--- config.mk ---
export PLATFORM = sky130hd
export DESIGN_NAME = hdb3_decoder
export DESIGN_NICKNAME = d
export VERILOG_FILES = /design/src/rtl/hdb3_decoder.sv
export SDC_FILE = /design/constraint.sdc
export NUM_CORES = 1
export LEC_CHECK = 0
export ABC_AREA = 1
export BUFFER_PORTS_ARGS = -buffer_cell sky130_fd_sc_hd__buf_2
export CAP_MARGIN = 30
export CORE_ASPECT_RATIO = 0.9
export CORE_MARGIN = 4
export CORE_UTILIZATION = 47
export DETAILED_ROUTE_END_ITERATION = 10
export HOLD_SLACK_MARGIN = 0.1
export PLACE_DENSITY = 0.71
export SLEW_MARGIN = 0
export SYNTH_ARGS = -nofsm -noshare
export SYNTH_HDL_FRONTEND = slang
export SYNTH_SLANG_ARGS = --single-unit
--- constraint.sdc ---
create_clock -name i_clk -period 2.04 [get_ports i_clk]
set_input_delay 0.408 -clock i_clk [delete_from_list [all_inputs] [get_ports i_clk]]
set_output_delay 0.408 -clock i_clk [all_outputs]
set_load 0.01 [all_outputs]
--- src/rtl/hdb3_decoder.sv ---
// HDB3 receive decoder: recovers NRZ data from the dual-rail ternary line,
// strips B/V substitution pulses and monitors line-code legality.
module hdb3_decoder #(
  parameter int ERR_CNT_W = 16
) (
  input  logic                 i_clk,
  input  logic                 i_rst,
  input  logic                 i_p,
  input  logic                 i_n,
  output logic                 o_data,
  output logic                 o_sync,
  output logic                 o_err,
  output logic [3:0]           o_err_flags,
  output logic [ERR_CNT_W-1:0] o_err_cnt
);

  localparam logic                 POL_POS = 1'b1;
  localparam logic                 POL_NEG = 1'b0;
  localparam logic [ERR_CNT_W-1:0] CNT_MAX = {ERR_CNT_W{1'b1}};

  logic                 last_pol_q, last_pol_d;
  logic [3:0]           sh_q, sh_d;
  logic [1:0]           mk_q, mk_d;
  logic [2:0]           zrun_q, zrun_d;
  logic                 vpol_q, vpol_d;
  logic                 vseen_q, vseen_d;
  logic                 sync_q, sync_d;
  logic                 err_q, err_d;
  logic [3:0]           flags_q, flags_d;
  logic [ERR_CNT_W-1:0] cnt_q, cnt_d;

  logic is_mark_s;
  logic is_ill_s;
  logic mark_pol_s;
  logic is_v_s;

  // Symbol classification, V detection and next-state computation.
  always_comb begin
    is_mark_s  = 1'b0;
    is_ill_s   = 1'b0;
    mark_pol_s = last_pol_q;
    case ({i_p, i_n})
      2'b10: begin
        is_mark_s  = 1'b1;
        mark_pol_s = POL_POS;
      end
      2'b01: begin
        is_mark_s  = 1'b1;
        mark_pol_s = POL_NEG;
      end
      2'b11:   is_ill_s = 1'b1;
      default: is_ill_s = 1'b0;
    endcase

    is_v_s = is_mark_s && (mark_pol_s == last_pol_q);

    // A V clears itself plus t-1..t-3; the t-3 slot is where a B pulse sits.
    if (is_v_s) begin
      sh_d = 4'b0000;
    end else begin
      sh_d = {sh_q[2:0], is_mark_s};
    end

    // Only t-1/t-2 matter for spacing; a mark at t-3 is always a legal B.
    mk_d = {mk_q[0], is_mark_s};

    if (is_mark_s) begin
      last_pol_d = mark_pol_s;
      zrun_d     = 3'd0;
      sync_d     = 1'b1;
    end else begin
      last_pol_d = last_pol_q;
      sync_d     = sync_q;
      if (zrun_q != 3'd4) begin
        zrun_d = zrun_q + 3'd1;
      end else begin
        zrun_d = zrun_q;
      end
    end

    if (is_v_s) begin
      vpol_d  = mark_pol_s;
      vseen_d = 1'b1;
    end else begin
      vpol_d  = vpol_q;
      vseen_d = vseen_q;
    end

    flags_d[0] = is_ill_s;
    flags_d[1] = sync_q && is_v_s && (mk_q != 2'b00);
    flags_d[2] = sync_q && is_v_s && vseen_q && (mark_pol_s == vpol_q);
    flags_d[3] = sync_q && !is_mark_s && (zrun_q == 3'd3);
    err_d      = |flags_d;

    if (err_d && (cnt_q != CNT_MAX)) begin
      cnt_d = cnt_q + ERR_CNT_W'(1);
    end else begin
      cnt_d = cnt_q;
    end
  end

  // State and output registers.
  always_ff @(posedge i_clk or posedge i_rst) begin
    if (i_rst) begin
      last_pol_q <= POL_NEG;
      sh_q       <= 4'b0000;
      mk_q       <= 2'b00;
      zrun_q     <= 3'd0;
      vpol_q     <= POL_NEG;
      vseen_q    <= 1'b0;
      sync_q     <= 1'b0;
      err_q      <= 1'b0;
      flags_q    <= 4'b0000;
      cnt_q      <= '0;
    end else begin
      last_pol_q <= last_pol_d;
      sh_q       <= sh_d;
      mk_q       <= mk_d;
      zrun_q     <= zrun_d;
      vpol_q     <= vpol_d;
      vseen_q    <= vseen_d;
      sync_q     <= sync_d;
      err_q      <= err_d;
      flags_q    <= flags_d;
      cnt_q      <= cnt_d;
    end
  end

  assign o_data      = sh_q[3];
  assign o_sync      = sync_q;
  assign o_err       = err_q;
  assign o_err_flags = flags_q;
  assign o_err_cnt   = cnt_q;

endmodule

==> impl_metrics.tcl, run 1 <==
set metrics [dict create \
    outcome "completed" \
    period_needed_ns 1.676 \
    critPathLaunch "o_err_cnt[0]$_DFFE_PP0P_" \
    worstSetupPathType "flip-flop to flip-flop" \
    cts_setup_buffers 0 \
    drt_iter0_drc 116 \
    synth.top_cell.area_share 0.4772 \
    ys_types 26 \
    async_flop_share 1.000 \
    final_core_util 0.5921 \
    cp_slowest_stage_delay_ns 0.41 \
    clock_latency_ns 0.28 \
    pin_count 27 \
    drtAntennaViolNets 0 \
    antenna-diode-count 0 \
    relSlewSlack 0.7137 \
    setup_viol 0 \
    cts_resized 0 \
    ctsHoldBuffers 0 \
    hold_viol 0 \
    slowest_stage "dfrtp_1" \
    dieArea_sq_mm 0.004844 \
    vias 1410 \
    initial_core_util 0.5089 \
    fp.dieH_um 66.43 \
    finalSetupTns_ns 0 \
    grt_start_max_net_pins 35 \
    clk_pin_slew_ns 0.07 \
    seq_area_frac_synth 0.4772 \
    peakVddDrop_v 0.0007440 \
    antenna_found_initial 0 \
    syn_inst 215 \
    nets 259 \
    dr.pass1.iters 4 \
    synth_most_common_cell "nand2_1" \
    drive_gt1_frac 0.2200 \
    r2r_start "o_err_cnt[0]$_DFFE_PP0P_" \
    gp_congestion 0.8962 \
    crit_fanout 10 \
    fmax_mhz 596.6 \
    ys_ff_latch 34 \
    start_kind "flip-flop" \
    synth_area_sq_mm 0.001783 \
    die_w_um 72.93 \
    leakage_uw 0.001153 \
    viasPerCell 4.796 \
    worstSetupEndpointType "flip-flop" \
    cts_tree "yes" \
    num_rows 20 \
    cts_made_buffers 5 \
    dpl.hpwl_um 2414 \
    drv_cap 0 \
    area_growth_pct 16.35 \
    coreArea_sq_mm 0.003503 \
    r2r-end "o_err_cnt[3]$_DFFE_PP0P_" \
    cp.depth 7 \
    cp.required_ns 2.22 \
    syn-num-nets 225 \
    hp-class "input port to async pin" \
    finalMaxSlewViolations 0 \
    cts-root-buf "clkbuf_8" \
    grt_pass1_wl_um 6265 \
    avgRoutedWirePerCell_um 11.12 \
    power.density_mw_per_mm2 930.8 \
    syn_area_per_cell_sq_um 8.293 \
    crit_family "simple AND/OR/NAND/NOR gates" \
    path_cells "ha_1 > nand3_2 > nor2_2 > nand4_2 > buf_4 > nand3_1 > nand2_1" \
    cp-endpoint "o_err_cnt[3]$_DFFE_PP0P_" \
    yosys_warnings 0 \
    rr_worst_depth 7 \
    grt_usage 0.1665 \
    yosysTopAreaCell "dfrtp_1" \
    fillers 334 \
    worstPathArrival_ns 1.85 \
    clock-sinks 34 \
    overflow 0 \
    drc 0 \
    cts_max_path_buffers 2 \
    htree_levels 2 \
    port_buffers 26 \
    ys_top_cells_by_area "dfrtp_1 (48%), nand2_1 (13%), nand3_1 (6.7%)" \
    rsz0062_at_grt "false" \
    finClkSkew_ns 0.008564 \
    r2r_setup_slack_ns 0.36 \
    worst-path-buf-inv 1 \
    first_global_vias 1362 \
    ys.flop_type "dfrtp_1" \
    worst_slew_pin_slew_ns 0.4294 \
    synth.top_cells.by_count "nand2_1 (64), dfrtp_1 (34), inv_1 (31), nand3_1 (24), nor2_1 (14)" \
    totalWireLength_um 3269 \
    synth_edf_count 0 \
    fin_crit_sh 0.8217 \
]
through the flow:
step | hold WS [ns] | total power [uW] | cell area, sq um | setup slack, ns | instances
6_report | 0.2006 | 1931 | 2074 | 0.3638 | 294
2_1_floorplan | 0.3461 | 1277 | 1783 | 0.3118 | 215
3_3_place_gp | 0.3480 | 1418 | 1979 | 0.1062 | 286
3_5_place_dp | 0.3512 | 1436 | 1979 | 0.08441 | 286
4_1_cts | 0.2179 | 1966 | 2074 | 0.3343 | 294
5_1_grt | 0.2742 | 2089 | 2074 | 0.1710 | 294
flip-flops by register name (all words and copies together) (netlist names):
| name | flops |
|---|---|
| vseen_q | 1 |
| o_err_cnt | 16 |
| last_pol_q | 1 |
| o_sync | 1 |
| sh_q | 4 |
| mk_q | 2 |
| zrun_q | 3 |
| o_err_flags | 4 |
| o_err | 1 |
| vpol_q | 1 |
routing by layer:
| metal | GRT usage | up-vias | part of all wire |
|---|---|---|---|
| met3 | 0.04407 | 4 | 0.057 |
| li1 | - | 732 | - |
| met5 | 0 | - | 0 |
| met1 | 0.2453 | 642 | 0.51 |
| met2 | 0.2331 | 32 | 0.42 |
| met4 | 0.05530 | 0 | 0.012 |
cells in the final DEF, fill, tap and decap left out, types with 5 or more instances in the layout:
cell type,instances
ha_1,6
o21ai_0,5
nor2_1,14
buf_4,5
inv_1,31
xor2_1,5
dfrtp_1,34
nand3_1,24
buf_2,26
clkbuf_8,6
nand2_1,64
worst min-delay path by stage:
stage / end / cells past startpoint
after global routing: vpol_q$_DFFE_PP0P_ / 3
after global placement: mk_q[1]$_DFF_PP0_ / 0
after detailed placement: mk_q[1]$_DFF_PP0_ / 0
after CTS: o_err_cnt[5]$_DFFE_PP0P_ / 3
final: sh_q[3]$_DFF_PP0_ / 3
after floorplan: mk_q[1]$_DFF_PP0_ / 0
cells by family (layout without fill, tap and decap cells):
kind of cell / count (synthesis) / in the layout / share of synthesized area
AO/OA/AOI/OAI: 7 / 7 / 0.02035
buffers and inverters: 37 / 72 / 0.09474
AND/OR/NAND/NOR: 123 / 123 / 0.3263
XOR/XNOR: 8 / 8 / 0.03930
adder cells (fa/ha/maj): 6 / 6 / 0.04210
flip-flops: 34 / 34 / 0.4772
worst reg2reg max path: cells and delay by family, from the launching register on:
family                     cells  cell delay [ns]
DFF                            1             0.41
adders and majority gates      1             0.23
and+or+nand+nor                5             0.68
buffers and inverters          1             0.26
where the power goes:
| part | switching (uW) | internal (uW) | leakage, uW |
|---|---|---|---|
| clock | 245 | 271 | 0.0000472 |
| combinational | 309 | 219 | 0.000668 |
| sequential | 95.8 | 791 | 0.000438 |
final cells by class:
type	instances	area, sq um	share of cell area
Sequential cell	34	850.8	0.4101
Multi-Input combinational cell	144	763.2	0.3679
Timing Repair Buffer	32	187.7	0.09047
Inverter	32	122.6	0.05911
Clock buffer	6	82.58	0.03981
Tap cell	44	55.05	0.02654
Clock inverter	2	12.51	0.006031
(Power assumes the default switching activity.)
==> run 2, diff against run 1 <==
--- a/config.mk
+++ b/config.mk
@@ -13,7 +13,7 @@
 export CORE_UTILIZATION = 47
 export DETAILED_ROUTE_END_ITERATION = 10
 export HOLD_SLACK_MARGIN = 0.1
-export PLACE_DENSITY = 0.71
+export PLACE_DENSITY = 0.74
 export SLEW_MARGIN = 0
 export SYNTH_ARGS = -nofsm -noshare
 export SYNTH_HDL_FRONTEND = slang
==> constraint.sdc (replaced) <==
create_clock -name i_clk -period 1.3 [get_ports i_clk]
set_input_delay 0.26 -clock i_clk [delete_from_list [all_inputs] [get_ports i_clk]]
set_output_delay 0.26 -clock i_clk [all_outputs]
set_load 0.01 [all_outputs]
==> run 2 against run 1 <==
Compared with the run above:
- combinational power rose to 2.7 times the previous value
- via count rose by 16%
- critical path depth rose by 3
- first-iteration DRC count fell by 42%
- the run now ends with setup timing left
- routed wire length rose by 27%
- worst hold slack improved by 0.13 ns
- count of clock-buffer cells in the layout rose by 1
- highest routed layer unchanged
- cell area rose by 25%
- clock power rose by 55%
- clock skew fell by 0.0052 ns
- sequential share of layout area fell by 8.1 points
- fmax rose by 0.20%
==> impl_metrics.tcl, run 2 (synthesized netlist as in run 1, its figures left out) <==
set metrics [dict create \
    outcome "complete, but fails checks" \
    drive_gt1_frac 0.4247 \
    drc 0 \
    power.internal_uw 2360 \
    finalMaxSlewViolations 0 \
    crit_family "simple AND/OR/NAND/NOR gates" \
    worstSetupPathType "flip-flop to flip-flop" \
    setup_viol 17 \
    largest_reg_flops 16 \
    multi_input_area_sq_um 914.6 \
    num_rows 20 \
    coreArea_sq_mm 0.003503 \
    grt_usage 0.1809 \
    layout_common_cells "nand2_1 (58), buf_4 (45), dfrtp_1 (34), inv_1 (28), buf_2 (25)" \
    seq_power_share 0.377 \
    drtAntennaViolNets 0 \
    finClkSkew_ns 0.003330 \
    pin_count 27 \
    cts_tree "yes" \
    initial_core_util 0.5089 \
    worstPathArrival_ns 1.86 \
    period_needed_ns 1.673 \
    antenna-diode-count 0 \
    cts_made_buffers 5 \
    cts-root-buf "clkbuf_8" \
    port_buffers 26 \
    overflow 0 \
    htree_levels 2 \
    die_w_um 72.93 \
    totalWireLength_um 4147 \
    vias 1629 \
    fp.dieH_um 66.43 \
    start_kind "flip-flop" \
    worst_slew_pin_slew_ns 0.4185 \
    grt_pass1_wl_um 6617 \
    drv_cap 0 \
    gp_congestion 0.8380 \
    crit_fanout 5 \
    worstSetupEndpointType "flip-flop" \
    antenna_found_initial 0 \
    grt_start_max_net_pins 35 \
    slowest_stage "dfrtp_1" \
    p_sw_uw 1191 \
    combPwrFrac 0.397 \
    cp.required_ns 1.49 \
    power.density_mw_per_mm2 1375 \
    finalPower_uw 3552 \
    worst-path-buf-inv 3 \
    cts_max_path_buffers 2 \
    leakage_uw 0.001402 \
    rsz0062_at_grt "true" \
    clock_latency_ns 0.29 \
    path_cells "ha_2 > ha_4 > inv_4 > nor2_4 > or2_1 > inv_2 > nand3_4 > buf_4 > nand3_1 > nand2_1" \
    pwr-share-clk 0.226 \
    relSlewSlack 0.7210 \
    fin_cells 336 \
    avgRoutedWirePerCell_um 12.34 \
    fmax_mhz 597.8 \
    area_growth_pct 44.91 \
    hold_viol 0 \
    finalSetupTns_ns -5.739 \
    netSwitchingFraction 0.3355 \
    fillers 249 \
    place_inst 321 \
    dr.pass1.iters 4 \
    final_common_cell "nand2_1" \
    regArea_sq_um 850.8 \
    first_global_vias 1544 \
    fin_ws_ns -0.3729 \
    hp-class "input port to flip-flop" \
    clock-sinks 34 \
    nets 301 \
    fin_crit_sh 1.287 \
    violations "setup timing" \
    dpl.hpwl_um 2856 \
    dieArea_sq_mm 0.004844 \
    viasPerCell 4.848 \
    cp_slowest_stage_delay_ns 0.38 \
    peakVddDrop_v 0.0008291 \
    clk_pin_slew_ns 0.07 \
    drt_iter0_drc 67 \
]
run 2: routing by layer:
| metal | wire length [um] | part of all wire | global-route usage |
|---|---|---|---|
| met1 | 1953 | 0.47 | 0.2388 |
| met2 | 1887 | 0.46 | 0.2658 |
| met3 | 207 | 0.050 | 0.04863 |
| met4 | 98 | 0.024 | 0.1014 |
| met5 | 0 | 0 | 0 |
run 2: per-stage QoR:
step	utilization	hold WS, ns	setup WS, ns	area (sq um)
finish	0.7375	0.3344	-0.3729	2584
global route	0.7375	0.3586	-0.4363	2584
CTS	0.6918	0.3770	-0.3289	2424
detailed placement	0.6600	0.3622	-0.4556	2312
global placement	0.6600	0.3477	-0.3996	2312
floorplan	-	0.3461	-0.2264	1857
run 2: final cells by class:
type,count,area share
inverter,32,0.05521
sequential,34,0.3293
tap,44,0.02131
multi-input combinational,144,0.3540
clock buffer,7,0.03341
clock inverter,1,0.001937
timing repair buffer,74,0.2048
run 2: timing repair:
item / in CTS / in global routing
hold buffers: 1 / 0
buffers inserted: 1 / 3
cloned: 0 / 2
gates resized for setup: 1 / 26
pin swaps: 0 / 14
hold endpoints to repair: 34 / 0
endpoints found under the setup margin: 17 / 18
run 2: power groups by stage:
stage | registers [uW] | logic (uW) | clock network [uW]
6_report | 1340 | 1410 | 801
5_1_grt | 1360 | 1550 | 874
2_1_floorplan | 1440 | 602 | 0
3_5_place_dp | 1360 | 1170 | 0
3_3_place_gp | 1350 | 1130 | 0
4_1_cts | 1340 | 1200 | 828
run 2: path summary, 6_finish.rpt:
path / from / endpoint / slack [ns] / cells after the start
worst max-delay path: zrun_q[0]$_DFFE_PP0P_ / o_err_cnt[0]$_DFFE_PP0P_ / -0.37 / 10
worst min-delay path: i_n / o_err_flags[0]$_DFF_PP0_ / 0.33 / 2
worst max register to register: zrun_q[0]$_DFFE_PP0P_ / o_err_cnt[0]$_DFFE_PP0P_ / -0.37 / 10
worst min register to register: mk_q[0]$_DFF_PP0_ / mk_q[1]$_DFF_PP0_ / 0.37 / 0
max in group asynchronous: i_rst / o_err_cnt[11]$_DFFE_PP0P_ / 0.39 / 4
min in group asynchronous: i_rst / sh_q[3]$_DFF_PP0_ / 0.61 / 4
run 2: worst reg2reg max path, delay by kind of cell (launching register included):
family / cells / cell delay, ns
adders and majority gates: 2 / 0.36
buffers and inverters: 3 / 0.32
DFF: 1 / 0.38
and+or+nand+nor: 5 / 0.50
